**config.mk**
```make
export PLATFORM = sky130hd
export DESIGN_NAME = piso_out
export DESIGN_NICKNAME = d
export VERILOG_FILES = /design/src/rtl/npu_pkg.sv /design/src/rtl/piso_out.sv
export SDC_FILE = /design/constraint.sdc
export NUM_CORES = 1
export LEC_CHECK = 0
export ABC_CLOCK_PERIOD_IN_PS = 1100
export CAP_MARGIN = 25
export CORE_MARGIN = 1
export CORE_UTILIZATION = 35
export DETAILED_ROUTE_END_ITERATION = 10
export HOLD_SLACK_MARGIN = 0.08
export PLACE_DENSITY = 0.59
export SYNTH_ARGS = -nofsm -noshare
export SYNTH_HDL_FRONTEND = slang
export SYNTH_SLANG_ARGS = --single-unit
```
**constraint.sdc**
```tcl
create_clock -name CLKEXT -period 1.1 [get_ports CLKEXT]
set_input_delay 0.33 -clock CLKEXT [delete_from_list [all_inputs] [get_ports CLKEXT]]
set_output_delay 0.33 -clock CLKEXT [all_outputs]
set_load 0.02 [all_outputs]
```
**src/rtl/npu_pkg.sv**
```systemverilog
// ============================================================================
// npu_pkg - shared widths and constants for the NPU datapath
// Revision: 1.0
// ============================================================================
`default_nettype none

package npu_pkg;

    localparam int MAC_W      = 16;
    localparam int BYTE_W     = 8;
    localparam int PISO_W     = 2 * MAC_W;
    localparam int PISO_BYTES = PISO_W / BYTE_W;
    localparam int CNT_W      = $clog2(PISO_BYTES + 1);

endpackage : npu_pkg

`default_nettype wire

```
**src/rtl/piso_out.sv**
```systemverilog
// ============================================================================
// piso_out - captures {mac0_out, mac1_out} and streams it MSB byte first on D_OUT
// Revision: 1.0
// ============================================================================
`default_nettype none

module piso_out
    import npu_pkg::*;
(
    input  logic              CLKEXT,
    input  logic              RST_GLO,
    input  logic              EN_PISO_OUT,
    input  logic              CLR_PISO_OUT,
    input  logic              SHIFT_OUT,
    input  logic [MAC_W-1:0]  mac0_out,
    input  logic [MAC_W-1:0]  mac1_out,
    output logic [BYTE_W-1:0] D_OUT
);

    localparam logic [CNT_W-1:0] CNT_FULL = CNT_W'(PISO_BYTES);
    localparam logic [CNT_W-1:0] CNT_ONE  = CNT_W'(1);

    logic [PISO_W-1:0] sreg;
    logic [CNT_W-1:0]  cnt;

    // Clear outranks enable; once the word is drained the register keeps
    // shifting its zero fill, so extra shifts naturally present 8'h00.
    always_ff @(posedge CLKEXT or negedge RST_GLO) begin
        if (!RST_GLO) begin
            sreg  <= '0;
            cnt   <= '0;
            D_OUT <= '0;
        end else if (CLR_PISO_OUT) begin
            sreg  <= '0;
            cnt   <= '0;
            D_OUT <= '0;
        end else if (EN_PISO_OUT) begin
            if (!SHIFT_OUT) begin
                sreg <= {mac0_out, mac1_out};
                cnt  <= CNT_FULL;
            end else begin
                D_OUT <= sreg[PISO_W-1 -: BYTE_W];
                sreg  <= {sreg[PISO_W-BYTE_W-1:0], {BYTE_W{1'b0}}};
                if (cnt != '0) begin
                    cnt <= cnt - CNT_ONE;
                end
            end
        end
    end

endmodule : piso_out

`default_nettype wire

```
==> qor.yml <==
status: "finished, violations left"
violations: "setup timing"
holdWs_ns: 0.483
path_max_fanout: 2
drt_iter0_markers: 90
p_per_area_nw_per_um2: 1190
synth_top_area_frac: 0.522
worstSetupPathType: "reg2out"
cts_tree: "yes"
multi_input_area_um2: 821
yosysSeqAreaShare: 0.522
cts_buffer_depth: 2
slew_violations: 0
syn_inst: 178
initial_core_util: 0.369
wl_met1_mm: 1.92
synth_area_um2: 1920
syn_nets: 215
finalCritPeriodShare: 1.04
wl_per_cell_um: 12.6
grt_max_degree: 45
numClockSinks: 40
hold_class: "in2reg"
slew_headroom: 0.855
end_kind: "primary output"
vias: 1422
totalWireLength_mm: 3.70
yosysWarnings: 0
setup_viol: 8
startpoint_type: "flop"
slowest_stage: "dfrtp_1"
fmax_ghz: 0.870
fillers: 468
antenna_found_initial: 0
hpwl_mm: 2.38
p_comb_frac: 0.165
drt-vias-per-instance: 4.85
overflow: 0
p_leak_nw: 1.15
critPathBufInv: 1
ff_latch_area_um2: 1000
fin_ws_ns: -0.0488
tightest_slew_ns: 0.217
fin_util: 0.501
top_layer_used: "met4"
route.met2.wl_mm: 1.53
required_ns: 0.77
layout_commonest_cell: "dfrtp_1"
drt_pass1_iterations: 4
critical_path_arrival_ns: 0.82
grt_pass1_wl_mm: 6.58
syn_to_final_growth_pct: 36.1
layout_common_cells: "40 x dfrtp_1, 33 x clkdlybuf4s50_1, 24 x mux2i_1, 24 x nor2_1, 24 x a211oi_1"
intPower_w: 0.00233
cts-root-buf: "clkbuf_8"
insertion_delay_ns: 0.29
synthTopCellsByArea: "dfrtp_1 52%, mux2i_1 13%, a211oi_1 9.4%"
switching_share: 0.247
n_antenna_cell: 0
htree_levels: 2
port-buffer-count: 44
period_needed_ns: 1.15
ys_ff_latch: 40
rsz0062_at_grt: "yes"
ys_types: 15
pwr-share-clk: 0.323
crit_path_cell_trace: "buf_6"
dr_wl_met3_um: 182
coreArea_um2: 5200
drv_cap: 0
die_w_um: 76.0
finalPower_w: 0.00310
netSwitchingPower_w: 0.000765
drive_gt1_frac: 0.148
vdd_ir_drop_max_mv: 0.413
path_clk_slew_ns: 0.08
antenna_left: 0
synth_top_area_cell: "dfrtp_1"
ios: 45
hold_viol_final: 0
fin_skew_ns: 0.00544
path_delay_family: "flip-flops"
synth.avg_cell_area_um2: 10.8
finish.net_count: 259
placementRows: 26
drcViolationCount: 0
track_usage: 0.143
sequentialPowerShare: 0.512
place_congestion: 0.651
die_h_um: 76.0
numCtsBuffers: 5
die_area_um2: 5780
max_stage_delay_ns: 0.40
grt_pass1_vias: 1405
cells in the mapped netlist (all sizes together):
library cell	count
nor2	24
a211oi	24
nand3b	8
a21bo	8
buf	8
mux2i	24
clkbuf	10
dfrtp	40
nand3	8
a21oi	16
nand2b	8
stage by stage:
step | cell area, um^2 | TNS, ns | instances | worst slack (ns)
2_1_floorplan | 1920 | 0 | 178 | 0.0275
3_3_place_gp | 2480 | -7.38 | 282 | -0.163
3_5_place_dp | 2480 | -7.57 | 282 | -0.174
4_1_cts | 2600 | -0.429 | 292 | -0.0624
5_1_grt | 2610 | -0.590 | 293 | -0.0926
6_report | 2610 | -0.316 | 293 | -0.0488
cell type report:
type                            count  area share
Sequential cell                    40       0.384
Multi-Input combinational cell    120       0.314
Timing Repair Buffer               55       0.233
Tap cell                           70      0.0336
Clock buffer                        6      0.0316
Clock inverter                      2     0.00384
cell families after synthesis:
group / synth area share
flops: 0.522
compound gates: 0.177
buf+inv: 0.0502
simple gates: 0.125
mux: 0.125
routing by layer:
layer  vias to the layer above  track usage
met4                         0       0.0692
met5                         -            0
met3                         7       0.0335
li1                        729            -
met2                        39        0.203
met1                       647        0.206
timing repair:
action,4_1_cts,5_1_grt
setup endpoints to repair,8,8
cloned,0,0
hold endpoints to repair,40,0
buffers inserted,1,1
resized for setup,48,0
hold buffers,1,0
power groups by stage:
stage	logic (W)	registers, W	clock network, W
floorplan	0.000249	0.00162	0
global placement	0.000506	0.00161	0
detailed placement	0.000511	0.00162	0
CTS	0.000519	0.00159	0.00104
global route	0.000564	0.00160	0.00110
finish	0.000511	0.00159	0.000999
flip-flops by register name, indices dropped and copies added, names as in the netlist:
register and flops:
sreg 32, D_OUT 8
final timing paths:
kind	start	end	slack, ns	cells after the start
max	D_OUT[2]	D_OUT[2]	-0.05	1
min	EN_PISO_OUT	sreg[27]	0.48	3
min in group asynchronous	RST_GLO	sreg[30]	0.53	3
max reg2reg	D_OUT[0]	D_OUT[0]	0.20	3
max in group asynchronous	RST_GLO	sreg[26]	0.37	3
min reg2reg	sreg[28]	D_OUT[4]	0.53	2
(Power assumes the default switching activity.)
